`config.mk`:
```
export PLATFORM = sky130hd
export DESIGN_NAME = lsu_mem_port_flat
export DESIGN_NICKNAME = d
export VERILOG_FILES = /design/src/rtl/lsu_pkg.sv /design/src/rtl/lsu_mem_port_if.sv /design/src/rtl/lsu_byte_lane.sv /design/src/rtl/lsu_mem_port.sv /design/src/flat_wrapper.sv
export SDC_FILE = /design/constraint.sdc
export NUM_CORES = 1
export LEC_CHECK = 0
export CAP_MARGIN = 5
export CORE_MARGIN = 1
export CORE_UTILIZATION = 45
export DETAILED_ROUTE_END_ITERATION = 10
export PLACE_DENSITY = 0.82
export SYNTH_ARGS = -nofsm -noshare
export SYNTH_HDL_FRONTEND = slang
export SYNTH_SLANG_ARGS = --single-unit
```
`constraint.sdc`:
```
create_clock -name clk -period 6.9 [get_ports clk]
set_input_delay 1.38 -clock clk [delete_from_list [all_inputs] [get_ports clk]]
set_output_delay 1.38 -clock clk [all_outputs]
set_load 0.02 [all_outputs]
```
`src/rtl/lsu_pkg.sv`:
```
// Shared types for the load/store unit: funct3 codes, FSM states and the request legality check.
package lsu_pkg;

    typedef enum logic [2:0] {
        F3_B  = 3'b000,
        F3_H  = 3'b001,
        F3_W  = 3'b010,
        F3_BU = 3'b100,
        F3_HU = 3'b101
    } funct3_e;

    typedef enum logic [1:0] {
        IDLE,
        RD_WAIT,
        WRITE,
        ERR
    } state_e;

    // Unsigned widths exist only for loads; halfwords need even and words need 4-byte alignment.
    function automatic logic req_legal(input logic we, input logic [2:0] f3, input logic [1:0] off);
        logic ok;
        ok = 1'b0;
        case (f3)
            F3_B:    ok = 1'b1;
            F3_H:    ok = ~off[0];
            F3_W:    ok = (off == 2'b00);
            F3_BU:   ok = ~we;
            F3_HU:   ok = ~we & ~off[0];
            default: ok = 1'b0;
        endcase
        return ok;
    endfunction

endpackage

```
`src/rtl/lsu_mem_port_if.sv`:
```
// Request/response handshake plus memory port b signals of the load/store unit.
interface lsu_mem_port_if #(
    parameter int DATA_W = 32,
    parameter int ADDR_W = 14
);
    logic              req_valid;
    logic              req_ready;
    logic              req_we;
    logic [2:0]        req_funct3;
    logic [31:0]       req_addr;
    logic [DATA_W-1:0] req_wdata;
    logic              resp_valid;
    logic [DATA_W-1:0] resp_rdata;
    logic              resp_err;
    logic [ADDR_W-1:0] mem_addr;
    logic [DATA_W-1:0] mem_wdata;
    logic              mem_we;
    logic [DATA_W-1:0] mem_rdata;

    modport slave (
        input  req_valid, req_we, req_funct3, req_addr, req_wdata, mem_rdata,
        output req_ready, resp_valid, resp_rdata, resp_err, mem_addr, mem_wdata, mem_we
    );

    modport master (
        output req_valid, req_we, req_funct3, req_addr, req_wdata, mem_rdata,
        input  req_ready, resp_valid, resp_rdata, resp_err, mem_addr, mem_wdata, mem_we
    );
endinterface

```
`src/rtl/lsu_byte_lane.sv`:
```
// Combinational byte-lane logic: load extract with sign/zero extension, and store byte/half merge.
module lsu_byte_lane
    import lsu_pkg::*;
#(
    parameter int DATA_W = 32
) (
    input  logic [2:0]        funct3,
    input  logic [1:0]        off,
    input  logic [DATA_W-1:0] rdata,
    input  logic [DATA_W-1:0] wdata,
    output logic [DATA_W-1:0] load_data,
    output logic [DATA_W-1:0] merged
);
    logic [4:0]        sh;
    logic [DATA_W-1:0] lane;
    logic [DATA_W-1:0] mask;
    logic [DATA_W-1:0] ins;

    always_comb begin
        sh        = {off, 3'b000};
        lane      = rdata >> sh;
        load_data = rdata;
        mask      = '1;
        ins       = wdata;
        case (funct3)
            F3_B:    load_data = {{(DATA_W-8){lane[7]}}, lane[7:0]};
            F3_BU:   load_data = {{(DATA_W-8){1'b0}}, lane[7:0]};
            F3_H:    load_data = {{(DATA_W-16){lane[15]}}, lane[15:0]};
            F3_HU:   load_data = {{(DATA_W-16){1'b0}}, lane[15:0]};
            default: load_data = rdata;
        endcase
        // Store side: only the addressed lane of the old word is replaced.
        case (funct3)
            F3_B: begin
                mask = DATA_W'(8'hFF) << sh;
                ins  = DATA_W'(wdata[7:0]) << sh;
            end
            F3_H: begin
                mask = DATA_W'(16'hFFFF) << sh;
                ins  = DATA_W'(wdata[15:0]) << sh;
            end
            default: begin
                mask = '1;
                ins  = wdata;
            end
        endcase
        merged = (rdata & ~mask) | (ins & mask);
    end
endmodule

```
`src/rtl/lsu_mem_port.sv`:
```
// RV32 load/store unit on memory port b: load RD_LAT+1, SW/error 1, SB/SH RD_LAT+2 edges to resp_valid.
// Backpressure: req_ready only in IDLE, so one request is in flight at a time.
module lsu_mem_port
    import lsu_pkg::*;
#(
    parameter int DATA_W = 32,
    parameter int ADDR_W = 14,
    parameter int RD_LAT = 2
) (
    input logic            clk,
    input logic            rst,
    lsu_mem_port_if.slave  bus
);
    localparam int               CNT_W = $clog2(RD_LAT + 1);
    localparam logic [CNT_W-1:0] LAST  = CNT_W'(RD_LAT);

    state_e            state;
    logic [CNT_W-1:0]  cnt;
    logic              we_q;
    logic [2:0]        f3_q;
    logic [1:0]        off_q;
    logic [DATA_W-1:0] wdata_q;
    logic [ADDR_W-1:0] mem_addr_q;
    logic [DATA_W-1:0] mem_wdata_q;
    logic              resp_valid_q;
    logic              resp_err_q;
    logic [DATA_W-1:0] resp_rdata_q;
    logic [DATA_W-1:0] load_data;
    logic [DATA_W-1:0] merged;
    logic              unused_addr_hi;

    lsu_byte_lane #(.DATA_W(DATA_W)) u_lane (
        .funct3    (f3_q),
        .off       (off_q),
        .rdata     (bus.mem_rdata),
        .wdata     (wdata_q),
        .load_data (load_data),
        .merged    (merged)
    );

    always_ff @(posedge clk or posedge rst) begin
        if (rst) begin
            state        <= IDLE;
            cnt          <= '0;
            we_q         <= 1'b0;
            f3_q         <= 3'b000;
            off_q        <= 2'b00;
            wdata_q      <= '0;
            mem_addr_q   <= '0;
            mem_wdata_q  <= '0;
            resp_valid_q <= 1'b0;
            resp_err_q   <= 1'b0;
            resp_rdata_q <= '0;
        end else begin
            resp_valid_q <= 1'b0;
            resp_err_q   <= 1'b0;
            case (state)
                IDLE: begin
                    if (bus.req_valid) begin
                        we_q       <= bus.req_we;
                        f3_q       <= bus.req_funct3;
                        off_q      <= bus.req_addr[1:0];
                        wdata_q    <= bus.req_wdata;
                        mem_addr_q <= bus.req_addr[ADDR_W+1:2];
                        cnt        <= '0;
                        if (!req_legal(bus.req_we, bus.req_funct3, bus.req_addr[1:0])) begin
                            state <= ERR;
                        end else if (bus.req_we && bus.req_funct3 == F3_W) begin
                            mem_wdata_q <= bus.req_wdata;
                            state       <= WRITE;
                        end else begin
                            state <= RD_WAIT;
                        end
                    end
                end
                RD_WAIT: begin
                    cnt <= cnt + 1'b1;
                    if (cnt == LAST) begin
                        if (we_q) begin
                            mem_wdata_q <= merged;
                            state       <= WRITE;
                        end else begin
                            resp_rdata_q <= load_data;
                            resp_valid_q <= 1'b1;
                            state        <= IDLE;
                        end
                    end
                end
                WRITE: begin
                    resp_rdata_q <= '0;
                    resp_valid_q <= 1'b1;
                    state        <= IDLE;
                end
                ERR: begin
                    resp_rdata_q <= '0;
                    resp_valid_q <= 1'b1;
                    resp_err_q   <= 1'b1;
                    state        <= IDLE;
                end
                default: state <= IDLE;
            endcase
        end
    end

    // Decoded from state so a reset drops the write enable without waiting for an edge.
    assign bus.mem_we     = (state == WRITE);
    assign bus.req_ready  = (state == IDLE);
    assign bus.mem_addr   = mem_addr_q;
    assign bus.mem_wdata  = mem_wdata_q;
    assign bus.resp_valid = resp_valid_q;
    assign bus.resp_err   = resp_err_q;
    assign bus.resp_rdata = resp_rdata_q;
    assign unused_addr_hi = ^bus.req_addr[31:ADDR_W+2];
endmodule
```
`src/flat_wrapper.sv`:
```
// flat-port wrapper written by rule: the top's interface ports become plain ports
module lsu_mem_port_flat import lsu_pkg::*;
#(
    parameter int DATA_W = 32,
    parameter int ADDR_W = 14,
    parameter int RD_LAT = 2
)
  (clk, rst, bus_req_valid, bus_req_we, bus_req_funct3, bus_req_addr, bus_req_wdata, bus_mem_rdata, bus_req_ready, bus_resp_valid, bus_resp_rdata, bus_resp_err, bus_mem_addr, bus_mem_wdata, bus_mem_we);
  lsu_mem_port_if #(.DATA_W(DATA_W), .ADDR_W(ADDR_W)) bus_i ();
  input logic clk;
  input logic rst;
  input wire logic [$bits(bus_i.req_valid)-1:0] bus_req_valid;
  input wire logic [$bits(bus_i.req_we)-1:0] bus_req_we;
  input wire logic [$bits(bus_i.req_funct3)-1:0] bus_req_funct3;
  input wire logic [$bits(bus_i.req_addr)-1:0] bus_req_addr;
  input wire logic [$bits(bus_i.req_wdata)-1:0] bus_req_wdata;
  input wire logic [$bits(bus_i.mem_rdata)-1:0] bus_mem_rdata;
  output wire logic [$bits(bus_i.req_ready)-1:0] bus_req_ready;
  output wire logic [$bits(bus_i.resp_valid)-1:0] bus_resp_valid;
  output wire logic [$bits(bus_i.resp_rdata)-1:0] bus_resp_rdata;
  output wire logic [$bits(bus_i.resp_err)-1:0] bus_resp_err;
  output wire logic [$bits(bus_i.mem_addr)-1:0] bus_mem_addr;
  output wire logic [$bits(bus_i.mem_wdata)-1:0] bus_mem_wdata;
  output wire logic [$bits(bus_i.mem_we)-1:0] bus_mem_we;
  assign bus_i.req_valid = bus_req_valid;
  assign bus_i.req_we = bus_req_we;
  assign bus_i.req_funct3 = bus_req_funct3;
  assign bus_i.req_addr = bus_req_addr;
  assign bus_i.req_wdata = bus_req_wdata;
  assign bus_i.mem_rdata = bus_mem_rdata;
  assign bus_req_ready = bus_i.req_ready;
  assign bus_resp_valid = bus_i.resp_valid;
  assign bus_resp_rdata = bus_i.resp_rdata;
  assign bus_resp_err = bus_i.resp_err;
  assign bus_mem_addr = bus_i.mem_addr;
  assign bus_mem_wdata = bus_i.mem_wdata;
  assign bus_mem_we = bus_i.mem_we;
  lsu_mem_port #(.DATA_W(DATA_W), .ADDR_W(ADDR_W), .RD_LAT(RD_LAT)) u_core (.clk(clk), .rst(rst), .bus(bus_i));
endmodule
```
==> Word-level counts from Yosys, hierarchy flattened <==
Cells that the tools add are included.
{ "op_classes": {"bitwise": 7, "eq_ne": 17, "shift": 5, "n_mux": 27, "addsub": 1, "n_reduce_logical": 13} }
{ "ops": {"columns": ["op", "n"], "rows": [
  ["case mux 32 bit (2 select lines)", 4],
  ["2-to-1 mux 32 bit", 7],
  ["case mux 32 bit (4 select lines)", 1],
  ["bitwise AND 32 bit", 2],
  ["inverter 32 bit", 1],
  ["OR 32 bit", 1],
  ["left shift 16 x 5 -> 32 bit", 1],
  ["left shift 16 x 5 -> 32 bit (first input constant)", 1],
  ["left shift 8 x 5 -> 32 bit", 1],
  ["left shift 8 x 5 -> 32 bit (first input constant)", 1],
  ["right shift 32 x 5 -> 16 bit", 1],
  ["equality test 3 bit (second input constant)", 4],
  ["2-to-1 mux 2 bit", 6],
  ["inequality test 2 x 1 -> 1 bit (second input constant)", 4],
  ["equality test 2 bit (second input constant)", 3],
  ["equality test 3 x 1 -> 1 bit (second input constant)", 2],
  ["logical NOT 3 bit", 2],
  ["case mux 2 bit (3 select lines)", 1],
  ["AND reduction 2 bit", 3],
  ["AND reduction 6 bit", 1],
  ["2-to-1 mux 1 bit", 5],
  ["case mux 1 bit (5 select lines)", 1],
  ["logical NOT 2 bit", 2],
  ["inequality test 2 bit (second input constant)", 2],
  ["other kinds (11)", 13]
]} }
{ "word_totals": {"wordCells": 81, "ff_bits": 122, "in_bits": 103, "out_inout_bits": 82} }

==> Longest topological paths before layout <==
Gate-level depths: netlist (run 1).
{ "depth": {"depth_word": 8, "depth_mapped": 9, "ltp_nobuf": 6} }

==> Cells and area by module <==
From an unflattened synthesis (run 1), not the netlist that was laid out.
{ "hier_totals": {"hier_cells": 663, "hier_area_um2": 6735.2} }
{ "modules_own_cells": {"columns": ["mod", "area_per_inst_um2", "n_inst", "cells_each", "seq_area_each_um2"], "rows": [
  ["lsu_mem_port", 5202.5, 1, 428, 3052.9],
  ["lsu_byte_lane", 1532.7, 1, 235, 0.0]
]} }

==> Worst setup path before layout (run 1) <==
No wires, ideal clock.
{ "synth_timing": {"path_type": "input port to flip-flop", "startpoint": "in bus_req_funct3[0]", "endpoint": "reg u_core.mem_wdata_q[25], in the netlist u_core.bus.mem_wdata[25]", "setup_slack_ns": 4.289, "path_buffers": 1, "arrival_ns": 2.490, "setup_ns": 0.121, "t_required_ns": 6.779, "path_stages": 5, "path_cell_list": "nor4_2 > a41o_1 > clkbuf_1 > nand2_1 > o22a_1"} }
{ "synth_between": {"elab_chain_len": 6, "word_cells_on_any_way": 12, "classes_between": "eq/ne (6); mux (3); reduce/logical (3)"} }
{ "synth_lines": {"columns": ["element", "line", "source"], "rows": [
  ["from (decl)", "flat_wrapper.sv:14", "input wire logic [$bits(bus_i.req_funct3)-1:0] bus_req_funct3;"],
  ["equality test 3 bit, or another cell as far along", "lsu_pkg.sv:23", "case (f3)"],
  ["case mux 1 bit (5 select lines)", "lsu_pkg.sv:23", null],
  ["2-to-1 mux 1 bit", "lsu_mem_port.sv:59", "if (bus.req_valid) begin"],
  ["2-to-1 mux 1 bit", "lsu_mem_port.sv:57", "case (state)"],
  ["inequality test 2 x 1 -> 1 bit (no source line)", null, null],
  ["AND reduction 6 bit (no source line) (*)", null, null],
  ["to (signal assigned)", "lsu_mem_port.sv:69", "mem_wdata_q <= bus.req_wdata;"],
  ["to (signal assigned)", "lsu_mem_port.sv:80", "mem_wdata_q <= merged;"],
  ["to (decl)", "lsu_mem_port.sv:24", "logic [DATA_W-1:0] mem_wdata_q;"]
]} }
Mark *: on every way between the ends. The rest lies on a longest branch, timed or not. The select of a mux whose other input is x is not followed.
A chain may end at the register's enable or synchronous reset.

==> Final worst setup path (run 1) <==
{ "layout_timing": {"startpoint": "in bus_req_valid", "endpoint": "reg u_core.mem_wdata_q[18], in the netlist u_core.bus.mem_wdata[18]"} }
{ "layout_between": {"elab_chain_len": 2} }
{ "layout_lines": {"columns": ["element", "line", "source"], "rows": [
  ["from (decl)", "flat_wrapper.sv:12", "input wire logic [$bits(bus_i.req_valid)-1:0] bus_req_valid;"],
  ["inequality test 2 bit (no source line)", null, null],
  ["AND reduction 6 bit (no source line)", null, null]
]} }
No other way between the ends.

==> results.json, run 1 <==
{
  "overflow": 0,
  "synth_compound_area_frac": 0.220,
  "p_total_w": 0.00438,
  "synth-async-reset-ratio": 1.00,
  "cts_setup_buffers": 0,
  "rsz0062_at_grt": "no",
  "grt_usage": 0.280,
  "finalCritPeriodShare": 0.511,
  "path_class": "input pin to flip-flop",
  "fin_tns_setup_ps": 0,
  "placed_area_sq_um": 8140,
  "cp_top_family": "compound AO/OA/AOI/OAI gates",
  "seqPwrFrac": 0.306,
  "fin_skew_ps": 5.22,
  "synthCells": 724,
  "port_buffers": 168,
  "synth_xor_area_frac": 0,
  "synth_area_leaders": "dfrtp_1, nand2_1, o21ai_0, a21oi_1, a221o_1",
  "cap_violations": 0,
  "relSlewSlack": 0.151,
  "area_delta_synth_final_pct": 36.5,
  "cts-htree-levels": 4,
  "hold_path_startpoint": "u_core.bus.mem_addr[11]",
  "slowest_delay_ps": 930,
  "post-place-ws_ps": 2960,
  "synthTopCellsByCount": "nand2_1, dfrtp_1, o21ai_0, a21oi_1, nor2_1",
  "setup_slack_ps": 3370,
  "syn_area_sq_um": 6430,
  "drive_gt1_frac": 0.0686,
  "synth.distinct_cells": 64,
  "grt_pass1_vias": 5750,
  "swShare": 0.418,
  "power.leakage_nw": 3.79,
  "maxSlewViolCount": 0,
  "drc_errors": 0,
  "critPathMaxFanout": 29,
  "hold_class": "flip-flop to flip-flop",
  "crit_path_top_delay_cell": "a41o_1",
  "viasPerCell": 5.91,
  "antenna_found_initial": 0,
  "startpoint": "bus_req_valid",
  "grt_pass1_wl_um": 31300,
  "start_util": 0.463,
  "final_area_sq_um": 8770,
  "cts.path.max_buffers": 2,
  "synth_nets": 828,
  "cp_cell_sequence": "clkdlybuf4s50_1 > nor3b_2 > buf_4 > a41o_1 > nor2_1 > a311oi_1",
  "final_core_util": 0.632,
  "crit_required_ps": 7210,
  "synth-edff-count": 0,
  "yosys_warnings": 0,
  "hold_buffers": 0,
  "synth_most_common_cell": "nand2_1",
  "first_pass_iters": 5,
  "cts.repair.resized": 0,
  "cts_inserted_buffers": 17,
  "power.internal_w": 0.00255,
  "muxShareOfSynthArea": 0.0389,
  "crit_path_start_kind": "input pin",
  "outcome": "finished clean",
  "nNetsFinal": 965,
  "r2r-start": "u_core.f3_q[1]",
  "finalHoldViolations": 0,
  "place_congestion": 0.962,
  "power.share.clock": 0.213,
  "grt_max_degree": 66,
  "vdd_drop_max_uv": 272,
  "power_frac_comb": 0.481,
  "rows": 43,
  "synth_top_family_by_area": "compound AO/OA/AOI/OAI gates",
  "clock.fmax_mhz": 283,
  "cts.sinks": 122,
  "ios": 185,
  "synthFlopType": "dfrtp_1",
  "syn_area_per_cell_sq_um": 8.88,
  "power.density_nw_per_um2": 499,
  "netlist.area_leader.share": 0.475,
  "fin_crit_ps": 3530,
  "path_clk_slew_ps": 50,
  "die_x_um": 122,
  "drt_iter0_drc": 601,
  "synthAdderAreaFrac": 0.00195,
  "ys_seq_area_frac": 0.475,
  "critPathArrivalTime_ps": 3840,
  "die_h_um": 122,
  "routed_wl_um": 19900,
  "num_antenna_cells": 0,
  "yosys.area_share.simple": 0.217,
  "clk-insertion-delay-late_ps": 420,
  "core-area_sq_um": 13900,
  "end_kind": "flip-flop",
  "wire_per_inst_um": 18.8,
  "ant_nets": 0,
  "cp.buffers_inverters": 2,
  "ctsRootBufferMaster": "clkbuf_16",
  "cts_tree": "yes",
  "yosysTopAreaCell": "dfrtp_1",
  "p_switching_w": 0.00183,
  "ys_ff_latch": 122,
  "setup_viol": 0,
  "dpl.hpwl_um": 13700,
  "worst_pin_slew_ps": 1260,
  "die_area_sq_um": 14800,
  "vias": 6224
}
## worst reg2reg max path, cell delays in order (launching register included)
cell	delay, ps
dfrtp_1	890
or2_1	880
nor3_2	230
a211o_1	300
a311oi_1	280
## power groups by stage
stage          logic [W]  registers, W  clock network [W]
6_report         0.00211       0.00134           0.000932
5_1_grt          0.00227       0.00137           0.000982
4_1_cts          0.00209       0.00133           0.000942
3_5_place_dp     0.00208       0.00133                  0
3_3_place_gp     0.00205       0.00132                  0
2_1_floorplan    0.00114       0.00147                  0
## metal layers
metal  up-vias  GRT usage  share of wire
li1       2849          -              -
met1      2984      0.386           0.42
met2       352      0.424           0.46
met3        39     0.0752          0.097
met4         0      0.103          0.023
met5         -          0              0
## layout make-up
class / count / area (sq um)
clock inverter: 6 / 108
clock buffer: 26 / 519
multi-input combinational: 537 / 3090
timing repair buffer: 177 / 1750
tap: 180 / 225
fill: 1152 / 5110
inverter: 6 / 25.0
sequential: 122 / 3050
## sequential cells by signal, summed over array words and instances, names as in the netlist
name,cells
u_core.bus.resp_err,1
u_core.cnt,2
u_core.bus.resp_valid,1
u_core.f3_q,3
u_core.off_q,2
u_core.bus.mem_wdata,32
u_core.wdata_q,32
u_core.we_q,1
u_core.bus.mem_addr,14
u_core.bus.resp_rdata,32
u_core.state,2
## worst paths after layout
check | end | slack (ps) | depth (start not counted)
max | u_core.bus.mem_wdata[18] | 3370 | 6
min | u_core.bus.mem_addr[11] | 470 | 2
max reg2reg | u_core.bus.mem_wdata[19] | 4210 | 4
min reg2reg | u_core.bus.mem_addr[11] | 470 | 2
max in group asynchronous | u_core.wdata_q[8] | 4180 | 3
min in group asynchronous | u_core.bus.resp_rdata[27] | 1480 | 2
## metrics by stage
step | cells | hold WS [ps]
4_1_cts | 1054 | 471
5_1_grt | 1054 | 482
2_1_floorplan | 724 | 440
6_report | 1054 | 471
3_5_place_dp | 1022 | 457
3_3_place_gp | 1022 | 456
## cells by family (layout without fill, tap and decap cells)
| group | after synthesis | in the layout |
|---|---|---|
| muxes | 23 | 23 |
| and+or+nand+nor | 310 | 310 |
| AOI/OAI and AO/OA | 203 | 203 |
| DFF | 122 | 122 |
| adders and majority gates | 1 | 1 |
| buffers and inverters | 65 | 215 |
## cells in the final DEF, fill, tap and decap left out, drive strengths merged, types with 16 or more instances in the layout
cell | Yosys | layout
nand3 | 18 | 18
a221o | 16 | 16
dfrtp | 122 | 122
o21ai | 53 | 53
clkbuf | 22 | 26
clkdlybuf4s50 | 0 | 168
a21oi | 48 | 48
nor2 | 38 | 38
mux2i | 16 | 16
nand2 | 202 | 202
Power figures use the tool's default switching activity.
==> inputs of run 2 (changes only) <==
- clock period: 6.9 -> 3.45 ns (I/O delays scaled with it)
==> run 2 against run 1 <==
Compared with the run above:
- sequential share of layout area shrank 0.35 points
- setup slack lost 2500 ps
- wire length grew 1.4%
- first-iteration DRC count shrank 8.2%
- design area grew 1.0%
- power grew 100%
- clock power grew 93%
- via count grew 1.2%
- die area is the same
- sequential cell count is the same
- global-route usage grew 0.19 points
- largest cell class unchanged
- largest power group unchanged
==> results.json, run 2 (same netlist as run 1, synthesis figures left out) <==
{
  "core-area_sq_um": 13900,
  "power.density_nw_per_um2": 992,
  "maxSlewViolCount": 0,
  "routed_wl_um": 20100,
  "first_pass_iters": 5,
  "layout_common_cells": "nand2_1, clkdlybuf4s50_1, dfrtp_1",
  "cts.repair.resized": 0,
  "worst_r2r_path_depth": 4,
  "crit_path_start_kind": "input pin",
  "final_area_sq_um": 8860,
  "final_common_cell": "nand2_1",
  "hold_buffers": 0,
  "cts_setup_buffers": 0,
  "power.share.clock": 0.205,
  "hold_slack_ps": 473,
  "die_x_um": 122,
  "cts.path.max_buffers": 2,
  "antenna_found_initial": 0,
  "grt_usage": 0.282,
  "area_delta_synth_final_pct": 37.9,
  "fin_skew_ps": 7.26,
  "relSlewSlack": 0.298,
  "wire_per_inst_um": 18.9,
  "fin_crit_ps": 2560,
  "port_buffers": 168,
  "post-place-ws_ps": 632,
  "grt_max_degree": 123,
  "rows": 43,
  "viasPerCell": 5.91,
  "path_class": "input pin to flip-flop",
  "dpl.hpwl_um": 14000,
  "hold_class": "flip-flop to flip-flop",
  "power_frac_comb": 0.491,
  "end_kind": "flip-flop",
  "seqPwrFrac": 0.304,
  "outcome": "finished clean",
  "cts.sinks": 122,
  "critPathMaxFanout": 25,
  "power.internal_w": 0.00510,
  "fin_tns_setup_ps": 0,
  "drc_errors": 0,
  "ant_nets": 0,
  "setup_viol": 0,
  "grt_pass1_vias": 5884,
  "overflow": 0,
  "finalHoldViolations": 0,
  "vias": 6296,
  "path_clk_slew_ps": 50,
  "rsz0062_at_grt": "no",
  "clock.fmax_mhz": 391,
  "swShare": 0.420,
  "grt_pass1_wl_um": 31600,
  "drive_gt1_frac": 0.0801,
  "start_util": 0.463,
  "ios": 185,
  "num_antenna_cells": 0,
  "nNetsFinal": 978,
  "clk-insertion-delay-late_ps": 420,
  "rr_endpoint": "u_core.bus.mem_wdata[22]",
  "startpoint": "bus_req_funct3[0]",
  "cts_tree": "yes",
  "r2r-start": "u_core.off_q[0]",
  "worst_pin_slew_ps": 1050,
  "place_congestion": 0.904,
  "vdd_drop_max_uv": 540,
  "crit_required_ps": 3810,
  "p_total_w": 0.00879,
  "power.leakage_nw": 3.84,
  "p_switching_w": 0.00369,
  "critPathArrivalTime_ps": 2920,
  "drt_iter0_drc": 552,
  "die_h_um": 122,
  "cts-htree-levels": 4,
  "critPathCapture": "u_core.bus.mem_wdata[5]",
  "die_area_sq_um": 14800,
  "placed_area_sq_um": 8260,
  "cap_violations": 0,
  "ctsRootBufferMaster": "clkbuf_16",
  "cts_inserted_buffers": 17,
  "finalCritPeriodShare": 0.742,
  "reg2reg_setup_slack_ps": 1040,
  "setup_slack_ps": 890
}
-- run 2: cell types whose count changed in the layout (fill, tap and decap cells not counted), sizes merged --
cell,change
clkinvlp,+1
clkbuf,-3
clkinv,+2
buf,+13
inv,-1
-- run 2: worst min-delay path by stage --
stage                     cells after the start                     end  slack (ps)              startpoint
after detailed placement                      2      u_core.wdata_q[23]         460      u_core.wdata_q[23]
after CTS                                     2      u_core.wdata_q[28]         480      u_core.wdata_q[28]
after global placement                        2      u_core.wdata_q[23]         460      u_core.wdata_q[23]
after global routing                          2  u_core.bus.mem_addr[2]         490  u_core.bus.mem_addr[2]
after floorplan                               2      u_core.wdata_q[17]         440      u_core.wdata_q[17]
final                                         2      u_core.wdata_q[28]         470      u_core.wdata_q[28]
-- run 2: power groups by stage --
| stage | clock [W] | sequential (W) | combinational [W] |
|---|---|---|---|
| floorplan | 0 | 0.00294 | 0.00229 |
| global placement | 0 | 0.00265 | 0.00418 |
| detailed placement | 0 | 0.00266 | 0.00424 |
| CTS | 0.00183 | 0.00265 | 0.00428 |
| global route | 0.00189 | 0.00275 | 0.00464 |
| finish | 0.00180 | 0.00268 | 0.00431 |
-- run 2: critical path: stages --
cell and delay [ps]:
clkdlybuf4s50_1 450, nor4_2 550, a41oi_2 420, buf_4 360, a311oi_1 320, a21o_1 120
-- run 2: per-stage QoR --
stage / utilization / instances
3_3_place_gp: 0.595 / 1035
5_1_grt: 0.638 / 1066
4_1_cts: 0.638 / 1066
3_5_place_dp: 0.595 / 1035
2_1_floorplan: - / 724
6_report: 0.638 / 1066
-- run 2: per-layer routing --
metal | part of all wire | GRT usage
met1 | 0.43 | 0.391
met5 | 0 | 0
met2 | 0.46 | 0.429
met4 | 0.024 | 0.0903
met3 | 0.092 | 0.0747
-- run 2: area by class of cell --
type	count	area [sq um]
Inverter	6	26.3
Fill cell	1141	5020
Clock inverter	8	118
Tap cell	180	225
Multi-Input combinational cell	537	3090
Sequential cell	122	3050
Timing Repair Buffer	190	1870
Clock buffer	23	478
==> inputs of run 3 (changes only) <==
- CORE_UTILIZATION: 45 -> 44
- PLACE_DENSITY: 0.82 -> 0.84
- clock period: 3.45 -> 2.18 ns (I/O delays scaled with it)
==> run 3 against run 2 <==
Compared with the run above:
- setup slack got worse by 700 ps
- core utilization increased by 1.7 points
- wire length increased by 2.8%
- via count increased by 2.2%
- count of clock-buffer cells in the layout decreased by 2
- clock skew increased by 2.9 ps
==> results.json, run 3 (same netlist as run 1, synthesis figures left out) <==
{
  "routed_wl_um": 20700,
  "ant_nets": 0,
  "worst_pin_slew_ps": 499,
  "cts.sinks": 122,
  "grt_pass1_vias": 6258,
  "layout_common_cells": "nand2_1, clkdlybuf4s50_1, dfrtp_1",
  "cts_tree": "yes",
  "hold_slack_ps": 468,
  "cts-htree-levels": 4,
  "drt_iter0_drc": 772,
  "drive_gt1_frac": 0.118,
  "final_common_cell": "nand2_1",
  "final_area_sq_um": 9200,
  "crit_path_start_kind": "flip-flop",
  "maxSlewViolCount": 0,
  "fin_tns_setup_ps": 0,
  "finalCritPeriodShare": 0.915,
  "relSlewSlack": 0.666,
  "grtUsageMet1": 0.380,
  "grt_usage": 0.285,
  "clock.fmax_mhz": 501,
  "fin_skew_ps": 10.2,
  "grt.busiest_layer": "met2",
  "fin_crit_ps": 2000,
  "viasPerCell": 5.85,
  "drc_errors": 0,
  "port_buffers": 168,
  "end_kind": "flip-flop",
  "outcome": "finished clean",
  "gr-usage-met3": 0.0651,
  "die_h_um": 123,
  "cts.path.max_buffers": 2,
  "antenna_found_initial": 0,
  "power.density_nw_per_um2": 1560,
  "die_area_sq_um": 15100,
  "cts_inserted_buffers": 17,
  "dpl.hpwl_um": 15100,
  "finalHoldViolations": 0,
  "start_util": 0.458,
  "core-area_sq_um": 14000,
  "critPathMaxFanout": 21,
  "num_antenna_cells": 0,
  "overflow": 0,
  "crit_required_ps": 2540,
  "grt_pass1_wl_um": 32100,
  "first_pass_iters": 5,
  "power.leakage_nw": 4.06,
  "wire_per_inst_um": 18.8,
  "path_clk_slew_ps": 50,
  "die_x_um": 123,
  "critPathArrivalTime_ps": 2360,
  "grt_max_degree": 87,
  "use_met2": 0.442,
  "path_class": "flip-flop to flip-flop",
  "clk-insertion-delay-late_ps": 430,
  "ctsRootBufferMaster": "clkbuf_16",
  "cap_violations": 0,
  "ios": 185,
  "area_delta_synth_final_pct": 43.2,
  "hold_class": "flip-flop to flip-flop",
  "rsz0062_at_grt": "no",
  "rows": 43,
  "place_congestion": 0.976,
  "placed_area_sq_um": 8570,
  "vias": 6434,
  "setup_viol": 0,
  "nNetsFinal": 1014,
  "reg2reg_setup_slack_ps": 180,
  "vdd_drop_max_uv": 970
}
[run 3: changes by cell type in the layout (fill, tap and decap cells not counted), sizes merged]
cell / change
buf: +36
bufinv: +1
clkbuf: -2
clkdlybuf4s50: -2
clkinvlp: -1
dlygate4sd2: +1
dlymetal6s2s: +1
[run 3: per-stage QoR]
stage | std cells | power [W] | setup slack (ps) | util
after global routing | 1100 | 0.0152 | 17.1 | 0.655
after detailed placement | 1070 | 0.0113 | -236 | 0.610
after floorplan | 724 | 0.00827 | 247 | -
after CTS | 1099 | 0.0144 | 19.1 | 0.654
after global placement | 1070 | 0.0112 | -172 | 0.610
final | 1100 | 0.0144 | 185 | 0.655
[run 3: path summary, 6_finish.rpt]
check	startpoint	to	cells past startpoint
min reg2reg	u_core.wdata_q[17]	u_core.wdata_q[17]	2
max reg2reg	u_core.cnt[0]	u_core.bus.mem_wdata[7]	7
min in group asynchronous	rst	u_core.bus.mem_wdata[18]	3
max in group asynchronous	rst	u_core.wdata_q[17]	3
max	u_core.cnt[0]	u_core.bus.mem_wdata[7]	7
min	u_core.wdata_q[17]	u_core.wdata_q[17]	2
[run 3: what timing repair did]
item                       4_1_cts  5_1_grt
setup endpoints to repair        2       17
gates resized for setup          2        1
pin swaps                        0        1
setup buffers                    0        1
hold buffers                     0        0
[run 3: report_power, final]
part | switching, W | internal [W] | leakage, nW
clock network | 0.000982 | 0.00198 | 0.305
logic | 0.00404 | 0.00324 | 2.22
registers | 0.000870 | 0.00329 | 1.54
total | 0.00589 | 0.00850 | 4.06
[run 3: critical path: stages, from the launching register on]
cell and delay, ps:
dfrtp_1 390, inv_1 60, ha_1 190, and4b_1 530
a41oi_2 120, buf_12 200, a311oi_1 320, a21o_1 120
[run 3: layout make-up]
cell class	instances	area, sq um
fillers	1104	4840
multi-input cells	537	3090
flip-flops and latches	122	3050
repair buffers	226	2190
clock buffers	21	470
well taps	180	225
clock inverters	8	144
inverters	6	26.3
[run 3: metal layers]
metal,part of all wire,vias up
li1,-,2956
met1,0.42,3087
met2,0.46,342
met3,0.086,49
met4,0.030,0
met5,0,-
